==> config.mk <==
export PLATFORM = sky130hd
export DESIGN_NAME = hx8352_init_seq_flat
export DESIGN_NICKNAME = d
export VERILOG_FILES = /design/src/rtl/hx8352_init_seq_if.sv /design/src/rtl/hx8352_init_seq.sv /design/src/flat_wrapper.sv
export SDC_FILE = /design/constraint.sdc
export NUM_CORES = 1
export LEC_CHECK = 0
export ABC_AREA = 0
export CORE_AREA = 2 2 108 110
export CTS_BUF_LIST = sky130_fd_sc_hd__clkbuf_8
export DETAILED_ROUTE_END_ITERATION = 8
export DIE_AREA = 0 0 110 112
export PLACE_DENSITY_LB_ADDON = 0.15
export SYNTH_ARGS = -nofsm -noshare
export SYNTH_HDL_FRONTEND = slang
export SYNTH_SLANG_ARGS = --single-unit
==> constraint.sdc <==
create_clock -name clk -period 14.9 [get_ports clk]
set_clock_uncertainty 0.1 [all_clocks]
set_input_delay 2.235 -clock clk [delete_from_list [all_inputs] [get_ports clk]]
set_output_delay 2.235 -clock clk [all_outputs]
set_load 0.02 [all_outputs]
==> src/rtl/hx8352_init_seq_if.sv <==
// Write-beat channel from the init sequencer to the panel bus writer.
// A beat transfers on the cycle where wr_valid and wr_ready are both high.
interface hx8352_init_seq_if;
    logic       wr_valid;
    logic       wr_dc;
    logic [7:0] wr_data;
    logic       wr_ready;

    modport master (output wr_valid, output wr_dc, output wr_data, input wr_ready);
    modport slave  (input wr_valid, input wr_dc, input wr_data, output wr_ready);
endinterface

==> src/rtl/hx8352_init_seq.sv <==
// HX8352 power-up sequencer: pulses the panel reset, then replays a {cmd,param} ROM as write beats.
// One ROM entry costs a FETCH and a DECODE cycle; beats hold steady while wr_ready is low.
module hx8352_init_seq #(
    parameter int unsigned CLKS_PER_MS = 50000,
    parameter int unsigned RST_LOW_MS  = 10,
    parameter int unsigned RST_WAIT_MS = 120
) (
    input  logic                     clk,
    input  logic                     rst,
    input  logic                     start,
    output logic [7:0]               rom_addr,
    input  logic [15:0]              rom_data,
    hx8352_init_seq_if.master        wr,
    output logic                     lcd_rst_n,
    output logic                     busy,
    output logic                     done,
    output logic                     err
);

    localparam logic [31:0] RST_LOW_CYC  = 32'(RST_LOW_MS * CLKS_PER_MS);
    localparam logic [31:0] RST_WAIT_CYC = 32'(RST_WAIT_MS * CLKS_PER_MS);
    localparam logic [7:0]  CMD_END      = 8'hFF;
    localparam logic [7:0]  CMD_DELAY    = 8'hFE;

    typedef enum logic [3:0] {
        IDLE, RST_LOW, RST_WAIT, FETCH, DECODE, SEND_CMD, SEND_DATA, DELAY, DONE
    } state_t;

    state_t      state, state_nxt;
    logic [31:0] cnt, cnt_nxt, cnt_inc, dly_cycles;
    logic [7:0]  addr_nxt;
    logic [15:0] entry, entry_nxt;
    logic        err_nxt;
    logic        advance;
    logic [7:0]  rd_cmd, rd_param;

    assign rd_cmd     = rom_data[15:8];
    assign rd_param   = rom_data[7:0];
    assign cnt_inc    = cnt + 32'd1;
    assign dly_cycles = {24'd0, entry[7:0]} * CLKS_PER_MS;

    always_ff @(posedge clk or posedge rst) begin
        if (rst) begin
            state    <= IDLE;
            cnt      <= '0;
            rom_addr <= '0;
            entry    <= '0;
            err      <= 1'b0;
        end else begin
            state    <= state_nxt;
            cnt      <= cnt_nxt;
            rom_addr <= addr_nxt;
            entry    <= entry_nxt;
            err      <= err_nxt;
        end
    end

    always_comb begin
        state_nxt = state;
        cnt_nxt   = cnt;
        addr_nxt  = rom_addr;
        entry_nxt = entry;
        err_nxt   = err;
        advance   = 1'b0;
        case (state)
            IDLE, DONE: begin
                if (start) begin
                    state_nxt = RST_LOW;
                    cnt_nxt   = '0;
                    addr_nxt  = '0;
                    err_nxt   = 1'b0;
                end
            end
            RST_LOW: begin
                if (cnt_inc >= RST_LOW_CYC) begin
                    state_nxt = RST_WAIT;
                    cnt_nxt   = '0;
                end else begin
                    cnt_nxt = cnt_inc;
                end
            end
            RST_WAIT: begin
                if (cnt_inc >= RST_WAIT_CYC) begin
                    state_nxt = FETCH;
                    cnt_nxt   = '0;
                end else begin
                    cnt_nxt = cnt_inc;
                end
            end
            FETCH: state_nxt = DECODE;
            DECODE: begin
                entry_nxt = rom_data;
                cnt_nxt   = '0;
                if (rd_cmd == CMD_END) begin
                    state_nxt = DONE;
                end else if (rd_cmd == CMD_DELAY) begin
                    // A zero-length delay moves straight on without visiting DELAY.
                    if (rd_param == 8'd0) advance = 1'b1;
                    else                  state_nxt = DELAY;
                end else begin
                    state_nxt = SEND_CMD;
                end
            end
            SEND_CMD: begin
                if (wr.wr_ready) state_nxt = SEND_DATA;
            end
            SEND_DATA: begin
                if (wr.wr_ready) advance = 1'b1;
            end
            DELAY: begin
                if (cnt_inc >= dly_cycles) begin
                    advance = 1'b1;
                    cnt_nxt = '0;
                end else begin
                    cnt_nxt = cnt_inc;
                end
            end
            default: state_nxt = IDLE;
        endcase

        // The last ROM slot finishing without a terminator is a table error, never a wrap.
        if (advance) begin
            if (rom_addr == 8'hFF) begin
                state_nxt = DONE;
                err_nxt   = 1'b1;
            end else begin
                addr_nxt  = rom_addr + 8'd1;
                state_nxt = FETCH;
            end
        end
    end

    always_comb begin
        wr.wr_data = 8'd0;
        if (state == SEND_CMD)       wr.wr_data = entry[15:8];
        else if (state == SEND_DATA) wr.wr_data = entry[7:0];
    end

    assign wr.wr_valid = (state == SEND_CMD) || (state == SEND_DATA);
    assign wr.wr_dc    = (state == SEND_DATA);
    assign lcd_rst_n   = (state != RST_LOW);
    assign busy        = (state != IDLE) && (state != DONE);
    assign done        = (state == DONE);

endmodule

==> src/flat_wrapper.sv <==
// flat-port wrapper written by rule: the top's interface ports become plain ports
module hx8352_init_seq_flat 
#(
    parameter int unsigned CLKS_PER_MS = 50000,
    parameter int unsigned RST_LOW_MS  = 10,
    parameter int unsigned RST_WAIT_MS = 120
)
  (clk, rst, start, rom_addr, rom_data, lcd_rst_n, busy, done, err, wr_wr_valid, wr_wr_dc, wr_wr_data, wr_wr_ready);
  hx8352_init_seq_if wr_i ();
  input  logic clk;
  input  logic rst;
  input  logic start;
  output logic [7:0] rom_addr;
  input  logic [15:0] rom_data;
  output logic lcd_rst_n;
  output logic busy;
  output logic done;
  output logic err;
  output wire logic [$bits(wr_i.wr_valid)-1:0] wr_wr_valid;
  output wire logic [$bits(wr_i.wr_dc)-1:0] wr_wr_dc;
  output wire logic [$bits(wr_i.wr_data)-1:0] wr_wr_data;
  input wire logic [$bits(wr_i.wr_ready)-1:0] wr_wr_ready;
  assign wr_wr_valid = wr_i.wr_valid;
  assign wr_wr_dc = wr_i.wr_dc;
  assign wr_wr_data = wr_i.wr_data;
  assign wr_i.wr_ready = wr_wr_ready;
  hx8352_init_seq #(.CLKS_PER_MS(CLKS_PER_MS), .RST_LOW_MS(RST_LOW_MS), .RST_WAIT_MS(RST_WAIT_MS)) u_core (.clk(clk), .rst(rst), .start(start), .rom_addr(rom_addr), .rom_data(rom_data), .wr(wr_i), .lcd_rst_n(lcd_rst_n), .busy(busy), .done(done), .err(err));
endmodule
; ---- Word level (Yosys, flattened, before mapping)
; Index checks and enable logic that the tools add are counted.
[totals]
regBits = 61
input_bits = 20
out_inout_bits = 22
wordCells = 72
[classes]
mul = 1
n_mux = 31
order_cmp = 3
reduce_logical = 10
eq_ne = 20
n_addsub = 2
[op_table]
columns = cell, count
row1 = 32-bit case mux with 5 select lines, 1
row2 = 32-bit 2-to-1 mux, 4
row3 = 8-bit 2-to-1 mux, 6
row4 = 4-bit 2-to-1 mux, 9
row5 = 32-bit by 1-bit adder with 32-bit output (second input constant), 1
row6 = 32-bit by 19-bit >= comparator with 1-bit output (second input constant), 1
row7 = 32-bit by 23-bit >= comparator with 1-bit output (second input constant), 1
row8 = 32-bit by 24-bit >= comparator with 1-bit output, 1
row9 = 4-bit case mux with 7 select lines, 1
row10 = 8-bit == test (second input constant), 3
row11 = 8-bit by 12-bit multiplier with 20-bit output (second input constant), 1
row12 = 4-bit by 3-bit == test with 1-bit output (second input constant), 4
row13 = 1-bit 2-to-1 mux, 9
row14 = 8-bit by 1-bit adder with 8-bit output (second input constant), 1
row15 = 4-bit by 2-bit == test with 1-bit output (second input constant), 2
row16 = 8-bit logical NOT, 1
row17 = 3-bit by 1-bit != test with 1-bit output (second input constant), 2
row18 = 3-bit by 2-bit != test with 1-bit output (second input constant), 2
row19 = 6-bit AND reduction, 1
row20 = 5-bit by 3-bit != test with 1-bit output (second input constant), 1
row21 = 5-bit nonzero test, 1
row22 = 4-bit by 1-bit == test with 1-bit output (second input constant), 1
row23 = 4-bit == test (second input constant), 1
row24 = 4-bit logical NOT, 1
row25 = other kinds (10), 11

; ---- Logic depth before layout (Yosys ltp)
[logic_depth]
depth_word = 7
mapped_depth = 26
depth_no_buf = 25

; ---- Worst setup path before layout
; No wires, ideal clock.
[synth_path]
path_kind = register to register
startpoint = register u_core.entry[2]
endpoint = register u_core.state[1]
required_ns = 14.661
slack_ns = 8.958
t_arrival_ns = 5.703
stages_incl_launch_ff = 25
setup_ns = 0.139
n_path_buf = 0
cell_sequence = dfrtp_1 -> ha_1 -> ha_1 -> inv_1 -> fa_1 -> inv_1 -> fa_1 -> ha_1 -> a21oi_1 -> o21ai_0 -> nand2_1 -> o21ai_0 -> o41ai_1 -> o21bai_1 -> a21oi_1 -> xor2_1 -> ha_1 -> a21o_1 -> a21oi_1 -> nand3_1 -> o31ai_1 -> a31oi_4 -> nor2_4 -> a21oi_2 -> or4_1
[synth_via]
elab_chain_cells = 6
word_cells_on_any_way = 12
[synth_rtl]
columns = item, line
row1 = from (decl), hx8352_init_seq.sv:32  ; logic [15:0] entry, entry_nxt;
row2 = from (signal assigned), hx8352_init_seq.sv:53  ; entry <= entry_nxt;
row3 = 8-bit by 12-bit multiplier with 20-bit output (*), hx8352_init_seq.sv:40  ; assign dly_cycles = {24'd0, entry[7:0]} * CLKS_PER_MS;
row4 = 32-bit by 24-bit >= comparator with 1-bit output (*), hx8352_init_seq.sv:111  ; if (cnt_inc >= dly_cycles) begin
row5 = 1-bit 2-to-1 mux (*), hx8352_init_seq.sv:111
row6 = 1-bit case mux with 3 select lines (*), hx8352_init_seq.sv:65  ; case (state)
row7 = "5-bit by 3-bit != test with 1-bit output (no line), or another cell as far along", --
row8 = 6-bit AND reduction (no line), --
row9 = to (signal assigned), hx8352_init_seq.sv:50  ; state <= state_nxt;
row10 = to (decl), hx8352_init_seq.sv:29  ; state_t state, state_nxt;
; Every way passes the cells marked *; elsewhere a longest branch is shown, timed or not.
; A chain may end at the register's enable or synchronous reset.

; ---- Final worst setup path
[layout_path]
startpoint = register u_core.entry[2]
endpoint = register u_core.cnt[5]
[layout_via]
elab_chain_cells = 4
[layout_rtl]
columns = item, line
row1 = 8-bit by 12-bit multiplier with 20-bit output, hx8352_init_seq.sv:40
row2 = 32-bit by 24-bit >= comparator with 1-bit output, hx8352_init_seq.sv:111
row3 = 32-bit 2-to-1 mux, hx8352_init_seq.sv:111
row4 = 32-bit case mux with 5 select lines, hx8352_init_seq.sv:65
row5 = to (signal assigned), hx8352_init_seq.sv:51  ; cnt <= cnt_nxt;
row6 = to (decl), hx8352_init_seq.sv:30  ; logic [31:0] cnt, cnt_nxt, cnt_inc, dly_cycles;
; No other way between the ends.

==> flow_metrics.env <==
export IMPL_dieArea_mm2=0.0123
export IMPL_drv_cap=0
export IMPL_top_usage_layer="met2"
export IMPL_period_share_pct=45.4
export IMPL_ys_types=80
export IMPL_synth_nets=783
export IMPL_ys_seq_area_share_pct=25.3
export IMPL_cts_hold_buffers=0
export IMPL_die_h_um=112
export IMPL_crit_fanout=28
export IMPL_ctsLongestPathBuffers=2
export IMPL_met2_usage_pct=38.1
export IMPL_htree_levels=3
export IMPL_num_vias=5123
export IMPL_start_util_pct=53.9
export IMPL_grt_max_degree=40
export IMPL_synthFlopType="dfrtp_1"
export IMPL_setup_tns_final_ns=0
export IMPL_drive_above_1_share_pct=9.46
export IMPL_required_ns=15.07
export IMPL_slew_headroom_pct=20.5
export IMPL_drt_first_pass_iters=5
export IMPL_netlist_area_mm2=0.00603
export IMPL_fmax_ghz=0.148
export IMPL_max_stage_delay_ns=0.56
export IMPL_grt_pass1_wl_mm=24.2
export IMPL_synth_seq_cells=61
export IMPL_synth_area_leaders="dfrtp_1 (25%), ha_1 (16%), fa_1 (4.0%)"
export IMPL_synth_edff_count=0
export IMPL_clk_pin_slew_worst_paths_ns=0.08
export IMPL_seq_area_mm2=0.00153
export IMPL_clock_sinks=61
export IMPL_grt_overflow=0
export IMPL_antenna_left=0
export IMPL_crit_path_start_kind="flop"
export IMPL_gp_congestion=0.897
export IMPL_cts_buffers=9
export IMPL_drt_wl_total_mm=14.4
export IMPL_synth_top_area_share_pct=25.3
export IMPL_fp_row_count=39
export IMPL_hold_violations=0
export IMPL_use_met1_pct=34.7
export IMPL_core_area_mm2=0.0112
export IMPL_cts_setup_buffers=0
export IMPL_setup_viol=0
export IMPL_avgSynthCellArea_um2=8.91
export IMPL_endpoint_kind="flop"
export IMPL_antenna_cells=0
export IMPL_worstMarginPinSlew_ns=1.18
export IMPL_cts_tree="done"
export IMPL_path_cells="ha_1 > ha_1 > inv_1 > fa_1 > inv_1 > fa_1 > ha_1 > a21oi_1 > o21ai_0 > nand2_1 > o21ai_0 > o41ai_1 > o21bai_1 > a21oi_1 > xor2_1 > ha_1 > a21o_1 > a21oi_1 > nand3_1 > o31ai_1 > and4_1 > o21bai_2 > o21ai_0 > a22oi_1"
export IMPL_critPathMostFrequentCell="ha_1"
export IMPL_routed_via_density=6.02
export IMPL_dpl_hpwl_mm=11.1
export IMPL_synth_cells=676
export IMPL_chipWidth_um=110
export IMPL_multiInputGateArea_mm2=0.00416
export IMPL_port_buffers=41
export IMPL_yosysTopAreaCell="dfrtp_1"
export IMPL_nNetsFinal=810
export IMPL_clkLatencyLatePin_ns=0.37
export IMPL_area_delta_synth_final_pct=10.7
export IMPL_cpMaxStageDelayCell="o41ai_1"
export IMPL_cts_root_buf="clkbuf_8"
export IMPL_crit_arrival_ns=6.93
export IMPL_hp_class="flop to flop"
export IMPL_finalCriticalPeriod_ns=6.76
export IMPL_met3_usage_pct=3.98
export IMPL_remaining_drc_errors=0
export IMPL_wire_per_inst_um=17.0
export IMPL_yosysWarnings=0
export IMPL_ioPinCount=42
export IMPL_drt_iter0_drc=371
export IMPL_grt_setup_unrepaired="no"
export IMPL_critPathKind="flop to flop"
export IMPL_antenna_found_initial=0
export IMPL_status="finished clean"
export IMPL_n_fill_cell=971
export IMPL_post_cts_resized=0
export IMPL_final_max_slew_violation_count=0
export IMPL_grt_use_total_pct=24.8
export IMPL_grt_pass1_vias=4979
export IMPL_async_flop_share_pct=100
cell usage in the layout (no fill, tap or decap), types with 5 or more instances in the layout:
cell              n
nand3_1          21
ha_1             75
dfrtp_1          61
nand2b_1          5
clkbuf_8         10
a22oi_1          10
a21oi_1          24
a22o_1            9
and2_1           16
xor2_1           15
nor2b_1           7
nor3_1           21
inv_1            49
nand4_1           8
o22ai_1           5
mux2_2           18
and3_1            8
o21ai_1           6
nor2_1           38
o21bai_1          9
nand2_1          64
and4_1            9
xnor2_1          25
nor4_1           10
clkdlybuf4s50_1  41
fa_1             12
o21ai_0          37
critical path: cells and delay by family (launching register included):
family	cells	cell delay, ns
buf+inv	2	0.12
simple gates	3	0.48
flops	1	0.46
xor+xnor	1	0.17
compound gates	12	3.12
fa+ha+maj	6	2.21
layer usage:
layer	up-vias	share of wire (%)
met1	2469	46
met3	25	4.3
li1	2499	-
met4	0	2.5
met5	-	0
met2	130	47
final timing paths:
| path | start | end | slack (ns) | cells after the start |
|---|---|---|---|---|
| min reg2reg | u_core.err$_DFF_PP0_ | u_core.err$_DFF_PP0_ | 0.38 | 1 |
| min in group asynchronous | rst | u_core.cnt[31]$_DFFE_PP0P_ | 2.12 | 2 |
| max | u_core.entry[2]$_DFFE_PP0P_ | u_core.cnt[5]$_DFFE_PP0P_ | 8.14 | 24 |
| max in group asynchronous | rst | u_core.entry[2]$_DFFE_PP0P_ | 11.66 | 3 |
| min | u_core.err$_DFF_PP0_ | u_core.err$_DFF_PP0_ | 0.38 | 1 |
| max reg2reg | u_core.entry[2]$_DFFE_PP0P_ | u_core.cnt[5]$_DFFE_PP0P_ | 8.14 | 24 |
Yosys cell counts (all sizes together), types with 8 or more instances:
master / number
xor2: 16
nor2: 39
buf: 16
nand4: 10
mux2: 19
a22o: 9
and3: 8
and2: 17
and4: 11
o21bai: 10
clkbuf: 12
a22oi: 10
fa: 12
nor4: 13
o21ai: 45
inv: 48
xnor2: 25
nor3: 23
nand3: 24
nand2: 67
dfrtp: 61
a21oi: 25
ha: 75
registers in the layout (all words and copies together), names as in the netlist:
register         flops
u_core.entry        16
u_core.cnt          32
u_core.err           1
u_core.state         4
u_core.rom_addr      8
per-stage QoR:
stage	setup WS [ns]	cells	hold slack [ns]	utilization, %	instance area [µm²]
finish	8.14	851	0.383	59.7	6670
detailed placement	8.23	835	0.374	58.0	6480
CTS	8.19	851	0.391	59.7	6670
global route	7.59	851	0.403	59.7	6670
global placement	8.46	835	0.363	58.0	6480
floorplan	8.96	676	0.377	-	6030
area by class of cell:
cell class	count	share of cell area (%)
multi-input cells	539	62.4
inverters	48	2.70
clock inverters	6	0.825
flip-flops and latches	61	22.9
well taps	143	2.68
clock buffers	10	2.06
repair buffers	44	6.49
cell families (layout without fill, tap and decap cells):
family,count (synthesis),in the layout,share of synthesized area (%)
AO/OA/AOI/OAI,150,150,17.5
AND/OR/NAND/NOR,238,238,21.6
adder cells (fa/ha/maj),87,87,19.6
flip-flops,61,61,25.3
XOR/XNOR,41,41,6.08
multiplexers,23,23,4.28
buffers and inverters,76,108,5.65
Power is left out: the tool's default activity adds up to more than one toggle a clock period on the data nets, which glitch-free logic cannot reach.
